## src/rtl/bicubic_pkg.sv

```systemverilog
// ============================================================================
// Module   : bicubic_pkg
// Brief    : Shared constants and types for the bicubic interpolator and the
//            pixel serializer that drains its 4-pixel output groups.
// Revision : 1.0 - initial release
// ============================================================================
`default_nettype none

package bicubic_pkg;

    localparam int PIX_W_DEF  = 8;
    localparam int GROUP_SIZE = 4;
    localparam int IDX_W      = $clog2(GROUP_SIZE);

    typedef logic [IDX_W-1:0] idx_t;

    localparam idx_t IDX_LAST = idx_t'(GROUP_SIZE - 1);

endpackage : bicubic_pkg

`default_nettype wire

```

## src/rtl/pixel_serializer_if.sv

```systemverilog
// ============================================================================
// Module   : pixel_serializer_if
// Brief    : Group-in / pixel-out handshake bundle of the pixel serializer.
// Revision : 1.0 - initial release
// ============================================================================
`default_nettype none

interface pixel_serializer_if #(
    parameter int DEPTH = 4,
    parameter int PIX_W = bicubic_pkg::PIX_W_DEF
);
    localparam int LVL_W = $clog2(DEPTH) + 1;

    logic             in_valid;
    logic             in_ready;
    logic [PIX_W-1:0] in_0;
    logic [PIX_W-1:0] in_1;
    logic [PIX_W-1:0] in_2;
    logic [PIX_W-1:0] in_3;
    logic [PIX_W-1:0] out_pix;
    logic             out_valid;
    logic             out_ready;
    logic             out_last;
    logic [LVL_W-1:0] level;

    modport master (
        output in_valid, in_0, in_1, in_2, in_3, out_ready,
        input  in_ready, out_pix, out_valid, out_last, level
    );

    modport slave (
        input  in_valid, in_0, in_1, in_2, in_3, out_ready,
        output in_ready, out_pix, out_valid, out_last, level
    );

endinterface : pixel_serializer_if

`default_nettype wire

```

## src/rtl/pixel_serializer_group_fifo.sv

```systemverilog
// ============================================================================
// Module   : group_fifo
// Brief    : DEPTH-entry synchronous FIFO of packed pixel groups with a
//            combinational head read.
// Revision : 1.0 - initial release
// ============================================================================
`default_nettype none

module group_fifo #(
    parameter int DEPTH  = 4,
    parameter int DATA_W = 32
) (
    input  wire logic                       clk,
    input  wire logic                       rst,
    input  wire logic                       i_push,
    input  wire logic                       i_pop,
    input  wire logic [DATA_W-1:0]          i_wdata,
    output logic      [DATA_W-1:0]          o_rdata,
    output logic                            o_full,
    output logic                            o_empty,
    output logic      [$clog2(DEPTH):0]     o_level
);
    localparam int AW    = $clog2(DEPTH);
    localparam int LVL_W = AW + 1;
    localparam logic [LVL_W-1:0] C_FULL = LVL_W'(DEPTH);

    logic [DATA_W-1:0] r_mem [DEPTH];
    logic [AW-1:0]     r_wptr;
    logic [AW-1:0]     r_rptr;
    logic [LVL_W-1:0]  r_level;
    logic              w_do_push;
    logic              w_do_pop;

    assign o_full    = (r_level == C_FULL);
    assign o_empty   = (r_level == '0);
    assign o_level   = r_level;
    assign o_rdata   = r_mem[r_rptr];
    assign w_do_push = i_push && !o_full;
    assign w_do_pop  = i_pop && !o_empty;

    // Storage is not reset; only pointers and level define validity.
    always_ff @(posedge clk) begin
        if (w_do_push) begin
            r_mem[r_wptr] <= i_wdata;
        end
    end

    always_ff @(posedge clk) begin
        if (rst) begin
            r_wptr  <= '0;
            r_rptr  <= '0;
            r_level <= '0;
        end else begin
            if (w_do_push) r_wptr <= r_wptr + 1'b1;
            if (w_do_pop)  r_rptr <= r_rptr + 1'b1;
            unique case ({w_do_push, w_do_pop})
                2'b10:   r_level <= r_level + 1'b1;
                2'b01:   r_level <= r_level - 1'b1;
                default: r_level <= r_level;
            endcase
        end
    end

endmodule : group_fifo

`default_nettype wire

```

## src/rtl/pixel_serializer.sv

```systemverilog
// ============================================================================
// Module   : pixel_serializer
// Brief    : Buffers 4-pixel groups and emits them one pixel per transfer.
// Revision : 1.0 - initial release
// ============================================================================
`default_nettype none

module pixel_serializer
    import bicubic_pkg::*;
#(
    parameter int DEPTH = 4,
    parameter int PIX_W = PIX_W_DEF
) (
    input  wire logic         clk,
    input  wire logic         rst,
    pixel_serializer_if.slave bus
);
    localparam int GRP_W = GROUP_SIZE * PIX_W;
    localparam int LVL_W = $clog2(DEPTH) + 1;

    logic [GRP_W-1:0] w_wdata;
    logic [GRP_W-1:0] w_head;
    logic [PIX_W-1:0] w_pix [GROUP_SIZE];
    logic [LVL_W-1:0] w_level;
    logic             w_full;
    logic             w_empty;
    logic             w_push;
    logic             w_pop;
    logic             w_out_valid;
    logic             w_xfer;
    idx_t             r_idx;

    assign w_wdata     = {bus.in_3, bus.in_2, bus.in_1, bus.in_0};
    assign w_out_valid = !w_empty;
    assign w_push      = bus.in_valid && !w_full;
    assign w_xfer      = w_out_valid && bus.out_ready;
    assign w_pop       = w_xfer && (r_idx == IDX_LAST);

    group_fifo #(
        .DEPTH  (DEPTH),
        .DATA_W (GRP_W)
    ) u_group_fifo (
        .clk     (clk),
        .rst     (rst),
        .i_push  (w_push),
        .i_pop   (w_pop),
        .i_wdata (w_wdata),
        .o_rdata (w_head),
        .o_full  (w_full),
        .o_empty (w_empty),
        .o_level (w_level)
    );

    generate
        for (genvar gi = 0; gi < GROUP_SIZE; gi++) begin : g_unpack
            assign w_pix[gi] = w_head[gi*PIX_W +: PIX_W];
        end
    endgenerate

    always_ff @(posedge clk) begin
        if (rst) begin
            r_idx <= '0;
        end else if (w_xfer) begin
            r_idx <= r_idx + 1'b1;
        end
    end

    // Head is masked when empty so stale storage never reaches the sink.
    assign bus.out_pix   = w_out_valid ? w_pix[r_idx] : '0;
    assign bus.out_valid = w_out_valid;
    assign bus.out_last  = w_out_valid && (r_idx == IDX_LAST);
    assign bus.in_ready  = !w_full;
    assign bus.level     = w_level;

endmodule : pixel_serializer

`default_nettype wire

```

## src/flat_wrapper.sv

```systemverilog
// flat-port wrapper written by rule: the top's interface ports become plain ports
module pixel_serializer_flat import bicubic_pkg::*;
#(
    parameter int DEPTH = 4,
    parameter int PIX_W = PIX_W_DEF
)
  (clk, rst, bus_in_valid, bus_in_0, bus_in_1, bus_in_2, bus_in_3, bus_out_ready, bus_in_ready, bus_out_pix, bus_out_valid, bus_out_last, bus_level);
  pixel_serializer_if #(.DEPTH(DEPTH), .PIX_W(PIX_W)) bus_i ();
  input  wire logic clk;
  input  wire logic rst;
  input wire logic [$bits(bus_i.in_valid)-1:0] bus_in_valid;
  input wire logic [$bits(bus_i.in_0)-1:0] bus_in_0;
  input wire logic [$bits(bus_i.in_1)-1:0] bus_in_1;
  input wire logic [$bits(bus_i.in_2)-1:0] bus_in_2;
  input wire logic [$bits(bus_i.in_3)-1:0] bus_in_3;
  input wire logic [$bits(bus_i.out_ready)-1:0] bus_out_ready;
  output wire logic [$bits(bus_i.in_ready)-1:0] bus_in_ready;
  output wire logic [$bits(bus_i.out_pix)-1:0] bus_out_pix;
  output wire logic [$bits(bus_i.out_valid)-1:0] bus_out_valid;
  output wire logic [$bits(bus_i.out_last)-1:0] bus_out_last;
  output wire logic [$bits(bus_i.level)-1:0] bus_level;
  assign bus_i.in_valid = bus_in_valid;
  assign bus_i.in_0 = bus_in_0;
  assign bus_i.in_1 = bus_in_1;
  assign bus_i.in_2 = bus_in_2;
  assign bus_i.in_3 = bus_in_3;
  assign bus_i.out_ready = bus_out_ready;
  assign bus_in_ready = bus_i.in_ready;
  assign bus_out_pix = bus_i.out_pix;
  assign bus_out_valid = bus_i.out_valid;
  assign bus_out_last = bus_i.out_last;
  assign bus_level = bus_i.level;
  pixel_serializer #(.DEPTH(DEPTH), .PIX_W(PIX_W)) u_core (.clk(clk), .rst(rst), .bus(bus_i));
endmodule
```

## config.mk

```make
export PLATFORM = sky130hd
export DESIGN_NAME = pixel_serializer_flat
export DESIGN_NICKNAME = d
export VERILOG_FILES = /design/src/rtl/bicubic_pkg.sv /design/src/rtl/pixel_serializer_if.sv /design/src/rtl/pixel_serializer_group_fifo.sv /design/src/rtl/pixel_serializer.sv /design/src/flat_wrapper.sv
export SDC_FILE = /design/constraint.sdc
export NUM_CORES = 1
export LEC_CHECK = 0
export ABC_AREA = 1
export BUFFER_PORTS_ARGS = -buffer_cell sky130_fd_sc_hd__buf_4
export CAP_MARGIN = 10
export CELL_PAD_IN_SITES_DETAIL_PLACEMENT = 1
export CELL_PAD_IN_SITES_GLOBAL_PLACEMENT = 2
export CORE_AREA = 2 2 143 110
export DETAILED_ROUTE_END_ITERATION = 7
export DIE_AREA = 0 0 145 112
export GPL_TIMING_DRIVEN = 0
export PLACE_DENSITY = 0.73
export SLEW_MARGIN = 20
export SYNTH_ARGS = -nofsm -noshare
export SYNTH_HDL_FRONTEND = slang
export SYNTH_HIERARCHICAL = 1
export SYNTH_SLANG_ARGS = --single-unit
```

## constraint.sdc

```tcl
create_clock -name clk -period 3 [get_ports clk]
set_clock_uncertainty 0.05 [all_clocks]
set_input_delay 0.6 -clock clk [delete_from_list [all_inputs] [get_ports clk]]
set_output_delay 0.6 -clock clk [all_outputs]
set_load 0.005 [all_outputs]
```

==> results.md <==
- Leaving out fill and tap cells, the most frequent cell in the layout is edfxtp_1.
- After the first detailed-routing iteration, the DRC count stood at 180.
- The sequential element share of the synthesized area is 0.698.
- In the final layout, the share of cells above drive strength 1 is 0.210.
- The die outline width is between 100 and 150 um.
- The path class of the tightest hold or removal check is primary input to flip-flop.
- Of the total power, the clock network draws 0.462.
- Summing all multi-input logic gate instances after layout gives 1350 sq um.
- The count of vias placed by the detailed router is between 3,000 and 4,000.
- Setup repair after global routing left no endpoint under its margin.
- The count of unresolved DRC violations after routing is 0.
- The maximum clock insertion buffer count is 2.
- Of the total power, combinational logic draws 0.074.
- The growth of design area from synthesis to finish is 23.6%.
- The required time of the worst setup path is around 2400 ps.
- The maximum VDD drop is roughly 0.0004 V.
- Wires add up to approximately 15,000 um.
- The family of cells with the greatest summed delay on the critical path is buffers and inverters.
- For the worst setup path, the data arrival time is between 2000 and 2500 ps.
- Hold repair after CTS inserted 0 buffers.
- For this run, the total global-route usage over all layers was measured as 0.189.
- The maximum number of pins on one net before global-route repair is 23.
- The flow ran to the end, and the final reports show no timing, DRC or antenna violations.
- Routability-driven placement finished with a final weighted congestion of 0.672.
- The max-cap violation count is 0.
- The area share of the largest cell type after synthesis is 0.661.
- The worst setup path is launched from a flip-flop.
- The leftover overflow at the end of global routing is 0.
- The analysis attributes to net switching a power of ~0.0010 W.
- The number of slew-limit violations in the final report is 0.
- In the post-synthesis netlist, the biggest area contributors are edfxtp_1 (66%), nor2_1 (4.9%), dfxtp_1 (3.8%).
- After legalization and detailed placement, the total HPWL measured between 9000 and 10,000 um.
- The internal cell power is 0.00378 W.
- The top-level port count is 50.
- The worst setup path category is flip-flop to output port.
- The sort of element at the end of the critical path is an output port.
- On the worst path, the slowest cell contributes a delay of between 400 and 500 ps.
- The post-layout minimum cycle time is about 2800 ps.
- The first-pass GRT wire length is roughly 23,000 um.
- The initial antenna violation count is 0.
- The count of non-filler cells in the finished layout is around 780.
- At the end of the flow, the number of nets in the layout was roughly 610.
- The floorplan step defined a core boundary enclosing roughly 15,000 sq um.
- The max-slew headroom at the worst pin is 0.472.
- The largest fanout on the critical path is 10.
- The cell count after synthesis is a little under 500.
- The final clock period utilization by the worst path is 0.947.
- The area taken by flip-flops and latches is 4070 sq um.
- The worst hold slack across all endpoints is 337 ps.
- A synthesized cell averages 11.8 sq um.
- Traced cell by cell, the critical path runs through clkbuf_1, o21ai_0, o22ai_1, inv_1, nand2_1, nand3_1, a21oi_1, buf_4.
- The count of inserted antenna diode cells is 0.
- The total power density per cell area is approximately 670 nW/um^2.
- The via count of the first global-routing pass was approximately 4,100.
- Leaving out fill and tap cells, the most frequent cells in the layout are edfxtp_1 (128), nor2_1 (72), inv_1 (56).
- The total power draw is approximately 0.0048 W.
- After clock tree synthesis, the clock-pin slew on the worst setup and hold paths is about 60 ps.
- The fraction of power spent switching nets is 0.213.
- The number of flip-flops and latches in the synthesized netlist is roughly 140.
- The clock net in this run drives a total of 139 sinks.
- Dividing the detail-routed wire length by the instance count gives around 19 um.
- The slowest stage of the critical path is the clkbuf_1 cell.
- Of the total power, registers draw 0.464.
- The cell area after synthesis is about 5800 sq um.
- The number of library cell types mapped by synthesis is 24.
- During synthesis, Yosys emitted a total of 6 warnings.
- The timing-limited maximum frequency is 352 MHz.
- Together, buffers and inverters on the worst path number 3.
- Dividing the detail-routed via count by the number of cells gives 4.94.
- Counting every net in the synthesized netlist gives 535.
- The slew at the pin with the worst max-slew slack is roughly 790 ps.
- The number of buffers inserted by port buffering is 49.
- Setup slack on the critical path of the routed design comes to roughly 160 ps.
- The number of rows created at floorplan is 39.
- The analysis attributes to cell leakage a power of about 2.8 nW.
- In this run, CTS created clock tree buffers numbering 17.
- The post-synthesis cell type with the largest combined area is edfxtp_1.
- The tree is rooted in a clkbuf_16.
- The layout filler cell count is approximately 1,600.
- The number of routed nets with antenna violations is 0.
- The area of the die is 16,200 sq um.
- The total of cells resized after clock tree synthesis is 0.
- The final setup violation count is 0.
- The TritonCTS clock tree is yes.
- The first TritonRoute pass finished after 4 iterations.
- The H-tree depth is 4.
- The hold violation total from the final report came to 0.
- The die outline height is around 110 um.
- The initial cell density of the core is 0.391.
- The clock latency of the later-clocked register in the worst-skew pair is around 410 ps.
- Timing analysis after detailed placement gives a worst setup slack of around 500 ps.
- In this run the post-CTS setup repair buffer count came out at 0.
- The total placed cells including tap cells is 750.
Yosys cell counts:
cell      count
nand3_2       1
o21ai_0      38
edfxtp_1    128
nand2_4       1
buf_4         5
nor2_1       76
o22ai_1      32
inv_2         1
inv_1        56
a21oi_2       1
inv_4         1
clkbuf_1      1
fa_1          1
ha_1          6
nor2_2        1
buf_2         6
a21oi_1      14
nand2_2       3
o21ai_1      28
nand3_1      20
nand2_1      48
inv_8         1
buf_6        12
dfxtp_1      11
cell families (layout without fill, tap and decap cells):
family	count (synthesis)	in the layout	synth area share
and+or+nand+nor	150	150	0.105
DFF	139	139	0.698
buffers and inverters	83	168	0.0753
adders and majority gates	7	7	0.0163
AOI/OAI and AO/OA	113	113	0.105
metal layers:
layer	global-route usage	part of all wire
met5	0	0
met4	0.0660	0.012
met3	0.0311	0.042
met2	0.313	0.49
met1	0.255	0.45
final timing paths:
check | from | end | slack, ps | cells past startpoint
worst max-delay path | flip-flop | bus_out_pix[5] | 160 | 8
worst min-delay path | bus_in_1[5] | u_core/u_group_fifo/r_mem[0][13] | 340 | 1
worst max register to register | u_core/u_group_fifo/o_level[2] | u_core/u_group_fifo/o_level[2] | 540 | 18
worst min register to register | u_core/u_group_fifo/r_wptr[1] | u_core/u_group_fifo/r_wptr[1] | 450 | 2
stage by stage:
step	util	TNS [ps]	cell area, sq um
finish	0.483	0	7190
global route	0.483	0	7190
CTS	0.483	0	7190
detailed placement	0.441	0	6560
global placement	0.433	-150500	6440
floorplan	-	0	5820
final cells by class:
class / count / area share
buffer: 24 / 0.0290
clock buffer: 21 / 0.0640
clock inverter: 11 / 0.0235
inverter: 59 / 0.0322
multi-input combinational: 270 / 0.187
sequential: 139 / 0.565
tap: 205 / 0.0357
timing repair buffer: 53 / 0.0633
sequential cells by signal (all words and copies together) (netlist names), named ones only:
signal                       count
u_core/u_group_fifo/o_level      3
u_core/u_group_fifo/r_rptr       2
u_core/r_idx                     2
u_core/u_group_fifo/r_mem      128
u_core/u_group_fifo/r_wptr       2
power groups by stage:
stage               clock [W]  sequential, W  combinational [W]
finish                0.00222        0.00223           0.000356
CTS                   0.00226        0.00223           0.000364
global placement            0        0.00227           0.000331
floorplan                   0        0.00227           0.000172
detailed placement          0        0.00227           0.000361
global route          0.00234        0.00223           0.000396
(Power assumes the default switching activity.)
